### src/rtl/alu_exec_unit.sv
// Execute-stage ALU with valid/ready handshake on both sides.
// Shifts run 1 bit/cycle unless FAST_SHIFT is set; everything else takes one cycle.
module alu_exec_unit #(
  parameter int unsigned WIDTH      = 32,
  parameter bit          FAST_SHIFT = 1'b0
) (
  input  logic             clk,
  input  logic             rst_n,
  input  logic             in_valid,
  output logic             in_ready,
  input  logic [3:0]       alu_control,
  input  logic [WIDTH-1:0] op_a,
  input  logic [WIDTH-1:0] op_b,
  output logic             out_valid,
  input  logic             out_ready,
  output logic [WIDTH-1:0] result,
  output logic             zero,
  output logic             busy
);

  localparam int unsigned SW = $clog2(WIDTH);

  typedef enum logic [1:0] {StIdle, StShift, StDone} state_e;

  state_e           state_q;
  logic [WIDTH-1:0] acc_q;
  logic [SW-1:0]    cnt_q;
  logic [1:0]       kind_q;

  logic             accept;
  logic             is_shift;
  logic             start_iter;
  logic [SW-1:0]    shamt;
  logic [WIDTH-1:0] calc;
  logic [WIDTH-1:0] acc_step;

  assign shamt      = op_b[SW-1:0];
  assign in_ready   = (state_q == StIdle) || ((state_q == StDone) && out_ready);
  assign busy       = (state_q == StShift);
  assign accept     = in_valid && in_ready;
  assign is_shift   = (alu_control == 4'b1000) || (alu_control == 4'b1001) ||
                      (alu_control == 4'b1010);
  assign start_iter = is_shift && (shamt != '0) && !FAST_SHIFT;

  // Single-cycle result; without FAST_SHIFT it only sees shifts with shamt==0.
  always_comb begin
    calc = '0;
    case (alu_control)
      4'b0000: calc = op_a + op_b;
      4'b0001: calc = op_a - op_b;
      4'b0010: calc = op_a & op_b;
      4'b0011: calc = op_a | op_b;
      4'b0100: calc = op_a ^ op_b;
      4'b0110: calc = {{(WIDTH-1){1'b0}}, $signed(op_a) < $signed(op_b)};
      4'b0111: calc = {{(WIDTH-1){1'b0}}, op_a < op_b};
      4'b1000: calc = FAST_SHIFT ? (op_a << shamt) : op_a;
      4'b1001: calc = FAST_SHIFT ? (op_a >> shamt) : op_a;
      4'b1010: calc = FAST_SHIFT ? $unsigned($signed(op_a) >>> shamt) : op_a;
      default: calc = '0;
    endcase
  end

  // kind_q holds alu_control[1:0] of the shift: 00 SLL, 01 SRL, 10 SRA.
  always_comb begin
    acc_step = '0;
    case (kind_q)
      2'b00:   acc_step = {acc_q[WIDTH-2:0], 1'b0};
      2'b01:   acc_step = {1'b0, acc_q[WIDTH-1:1]};
      default: acc_step = {acc_q[WIDTH-1], acc_q[WIDTH-1:1]};
    endcase
  end

  always_ff @(posedge clk) begin
    if (!rst_n) begin
      state_q   <= StIdle;
      out_valid <= 1'b0;
      result    <= '0;
      zero      <= 1'b0;
      acc_q     <= '0;
      cnt_q     <= '0;
      kind_q    <= '0;
    end else begin
      case (state_q)
        StShift: begin
          acc_q <= acc_step;
          cnt_q <= cnt_q - 1'b1;
          if (cnt_q == SW'(1)) begin
            result    <= acc_step;
            zero      <= (acc_step == '0);
            out_valid <= 1'b1;
            state_q   <= StDone;
          end
        end
        StIdle, StDone: begin
          if (accept) begin
            if (start_iter) begin
              acc_q     <= op_a;
              cnt_q     <= shamt;
              kind_q    <= alu_control[1:0];
              out_valid <= 1'b0;
              state_q   <= StShift;
            end else begin
              result    <= calc;
              zero      <= (calc == '0);
              out_valid <= 1'b1;
              state_q   <= StDone;
            end
          end else if ((state_q == StDone) && out_ready) begin
            out_valid <= 1'b0;
            state_q   <= StIdle;
          end
        end
        default: begin
          out_valid <= 1'b0;
          state_q   <= StIdle;
        end
      endcase
    end
  end

endmodule
### config.mk
export PLATFORM = sky130hd
export DESIGN_NAME = alu_exec_unit
export DESIGN_NICKNAME = d
export VERILOG_FILES = /design/src/rtl/alu_exec_unit.sv
export SDC_FILE = /design/constraint.sdc
export NUM_CORES = 1
export LEC_CHECK = 0
export CORE_MARGIN = 2
export CORE_UTILIZATION = 45
export DETAILED_ROUTE_END_ITERATION = 8
export GPL_ROUTABILITY_DRIVEN = 0
export PLACE_DENSITY = 0.69
export SYNTH_ARGS = -nofsm -noshare
export SYNTH_HDL_FRONTEND = slang
export SYNTH_SLANG_ARGS = --single-unit
### constraint.sdc
create_clock -name clk -period 5.48 [get_ports clk]
set_input_delay 1.096 -clock clk [delete_from_list [all_inputs] [get_ports clk]]
set_output_delay 1.096 -clock clk [all_outputs]
set_load 0.02 [all_outputs]
==> flow_metrics.env <==
export IMPL_outcome="finished clean"
export IMPL_route_final_wire_length_um=35200
export IMPL_critical_path_fanout_max=5
export IMPL_timing_final_crit_period_ns=4.81
export IMPL_tritoncts="built"
export IMPL_synth_warning_count=0
export IMPL_routed_via_count=10900
export IMPL_first_global_vias=9896
export IMPL_hold_path_class="flip-flop to flip-flop"
export IMPL_cts_post_setup_buffers_inserted=0
export IMPL_drv_slew=0
export IMPL_setup_tns_final_ns=0
export IMPL_timing_hold_worst_endpoint="result[19]"
export IMPL_pin_count_of_the_biggest_net_entering_global_routing=92
export IMPL_asyncSetResetFlopFracSynth_pct=0
export IMPL_timing_rr_end="zero"
export IMPL_ios=108
export IMPL_finalSetupViolations=0
export IMPL_layout_setup_ws_ns=0.675
export IMPL_min_period_over_period_pct=87.7
export IMPL_num_rows=53
export IMPL_cts_max_path_buffers=2
export IMPL_instance_count_along_the_most_critical_hold_path=2
export IMPL_crit_type="primary input to flip-flop"
export IMPL_setup_slack_after_placement_ns=0.465
export IMPL_power_leakage_uw=0.00453
export IMPL_dp_hpwl_um=26900
export IMPL_crit_path_start_kind="primary input"
export IMPL_design_core_area_um2=21000
export IMPL_synth_seq_cells=74
export IMPL_final_antenna_net_count=0
export IMPL_total_number_of_clock_tree_sinks=74
export IMPL_ff2ff_path_depth=10
export IMPL_syn_nets=1543
export IMPL_timing_slew_headroom_pct=38.7
export IMPL_hold_wc_startpoint="result[19]"
export IMPL_syn_instance_count=1354
export IMPL_synth_flop_type="sky130_fd_sc_hd__dfxtp_1"
export IMPL_buffer_ports_inserted=107
export IMPL_cts_htree_levels=3
export IMPL_worst_skew_pair_late_latency_ns=0.34
export IMPL_worst_setup_hold_path_clk_slew_ns=0.06
export IMPL_synth_area_per_cell_um2=7.09
export IMPL_max_cap_viol_count=0
export IMPL_worst_setup_path_end_kind="flip-flop"
export IMPL_cts_buffers_inserted=9
export IMPL_fin_skew_ns=0.00650
export IMPL_synth_cell_type_count=89
export IMPL_antennaDiodeCount=0
export IMPL_timing_rr_start="state_q[0]"
export IMPL_detailedRoute_firstPassIterationCount=6
export IMPL_synthesized_area_fraction_occupied_by_and_or_nand_nor_cells_pct=24.3
export IMPL_synth_enable_flop_cells=0
export IMPL_synth_cell_area_um2=9600
export IMPL_post_synth_xor_area_fraction_pct=0.639
export IMPL_syn_to_final_growth_pct=16.8
export IMPL_worst_ep_required_time_ns=5.74
export IMPL_grt_overflow_total=0
export IMPL_cts_root_buffer_cell="sky130_fd_sc_hd__clkbuf_16"
export IMPL_die_y_um=150
export IMPL_hold_viol_final=0
export IMPL_postCtsHoldBufs=0
export IMPL_routedWlPerCell_um=20.7
export IMPL_detail_route_drc_violations=0
export IMPL_cts_resized=0
export IMPL_synth_fa_ha_area_share_pct=15.4
export IMPL_synth_mux_area_fraction_pct=2.20
export IMPL_synth_compound_area_share_pct=33.8
export IMPL_dr_first_iter_drc_count=1378
export IMPL_start_util_pct=45.8
export IMPL_number_of_antenna_violations_at_the_first_check_in_global_routing=0
export IMPL_final_nets=1605
export IMPL_global_route_wire_length_before_repair_um=54300
export IMPL_grt_setup_unrepaired="false"
export IMPL_worst_slew_pin_transition_ns=0.918
export IMPL_gr_usage_all_layers_pct=30.7
export IMPL_fmax_mhz=208
export IMPL_synth_top_family_by_area="compound AO/OA/AOI/OAI gates"
export IMPL_detailed_route_vias_per_instance=6.41
export IMPL_power_density_cell_area_nw_per_um2=189
export IMPL_reg2reg_setup_slack_ns=2.50
export IMPL_post_route_cells_drive_above_1_share_pct=6.26
export IMPL_floorplan_die_width_um=150
export IMPL_die_area_um2=22500
export IMPL_synth_seq_area_share_pct=15.4
export IMPL_power_ir_vdd_worst_uv=139
export IMPL_critical_path_arrival_ns=5.07
worst max-delay path, stage by stage:
cell                              delay (ns)
sky130_fd_sc_hd__clkdlybuf4s50_1        0.58
sky130_fd_sc_hd__ha_1                   0.29
sky130_fd_sc_hd__inv_1                  0.07
sky130_fd_sc_hd__fa_1                   0.38
sky130_fd_sc_hd__nand2b_1               0.17
sky130_fd_sc_hd__a21oi_1                0.24
sky130_fd_sc_hd__a21oi_1                0.25
sky130_fd_sc_hd__o211a_1                0.33
sky130_fd_sc_hd__a21oi_1                0.33
sky130_fd_sc_hd__o2bb2ai_1              0.19
sky130_fd_sc_hd__mux2_2                 0.18
sky130_fd_sc_hd__o22ai_1                0.15
sky130_fd_sc_hd__a211oi_1               0.41
sky130_fd_sc_hd__nand4_1                0.15
sky130_fd_sc_hd__o31ai_1                0.24
cell usage after synthesis (all sizes together) (6+ instances only):
master	number	area share, %
xnor2	6	0.55
a21o	15	1.2
a211o	9	0.82
or2	6	0.39
ha	115	15
o21a	10	0.78
a21oi	75	4.0
dfxtp	74	15
nand2b	15	0.98
and3	11	0.72
o21ai	57	3.0
clkbuf	59	2.3
nor3	33	1.7
o221ai	8	0.73
mux2i	20	2.1
o22ai	9	0.59
o211ai	62	4.8
a221oi	18	1.8
or3	11	0.72
nand2	180	7.1
nor4	21	1.5
o311ai	6	0.73
and2	8	0.52
nand3	64	3.4
nor2	96	3.8
a31oi	21	1.6
inv	103	4.0
o21bai	13	1.0
a21boi	66	5.2
a211oi	16	1.4
nand4	12	0.78
o31ai	13	1.0
nor2b	11	0.72
buf	31	1.8
routing by layer:
layer,wire (µm),track usage (%),vias up
li1,-,-,5043
met1,14700,42.0,5087
met2,15100,46.3,638
met3,3950,7.56,99
met4,1360,12.1,0
met5,0,0,-
per-stage QoR:
stage	instances	area [µm²]	total power, µW	hold slack [ns]	utilization [%]
5_1_grt	1696	11200	2220	0.473	53.5
2_1_floorplan	1354	9600	1180	0.453	-
3_5_place_dp	1680	10900	1500	0.451	52.1
3_3_place_gp	1680	10900	1490	0.442	52.1
6_report	1696	11200	2120	0.451	53.5
4_1_cts	1696	11200	2090	0.459	53.5
report_power, final:
part | internal [µW] | leakage, µW | switching, µW
combinational | 348 | 0.00377 | 571
clock | 363 | 0.000149 | 235
sequential | 572 | 0.000603 | 27.5
flip-flops by register name, summed over array words and instances (netlist names):
register and count:
state_q 1, result 32, acc_q 32, kind_q 2
cnt_q 5, out_valid 1, zero 1
logic make-up (layout without fill, tap and decap cells):
| group | count (synthesis) | after routing |
|---|---|---|
| AO/OA/AOI/OAI | 450 | 450 |
| multiplexers | 21 | 21 |
| adder cells (fa/ha/maj) | 117 | 117 |
| buffers and inverters | 194 | 261 |
| flip-flops | 74 | 74 |
| AND/OR/NAND/NOR | 491 | 491 |
| XOR/XNOR | 7 | 7 |
cell usage in the layout (no fill, tap or decap), drive strengths merged, types with 21 or more instances in the layout:
master	count
nor3	33
o21ai	57
buf	35
a21oi	75
o211ai	62
nor4	21
clkdlybuf4s50	106
inv	103
nor2	96
dfxtp	74
nand3	64
nand2	180
ha	115
a21boi	66
a31oi	21
cell type report:
| class | count | area [µm²] |
|---|---|---|
| clock buffers | 11 | 243 |
| clock inverters | 5 | 53.8 |
| fillers | 2101 | 9740 |
| inverters | 104 | 390 |
| multi-input cells | 1086 | 7380 |
| flip-flops and latches | 74 | 1480 |
| well taps | 275 | 344 |
| repair buffers | 141 | 1320 |
worst max path at each step:
stage,from,cells after the start,to
6_report,op_b[0],15,zero
5_1_grt,op_b[0],15,zero
4_1_cts,op_a[0],15,zero
3_5_place_dp,op_a[0],15,zero
3_3_place_gp,op_a[0],15,zero
2_1_floorplan,op_a[0],14,zero
Power figures use the tool's default switching activity.
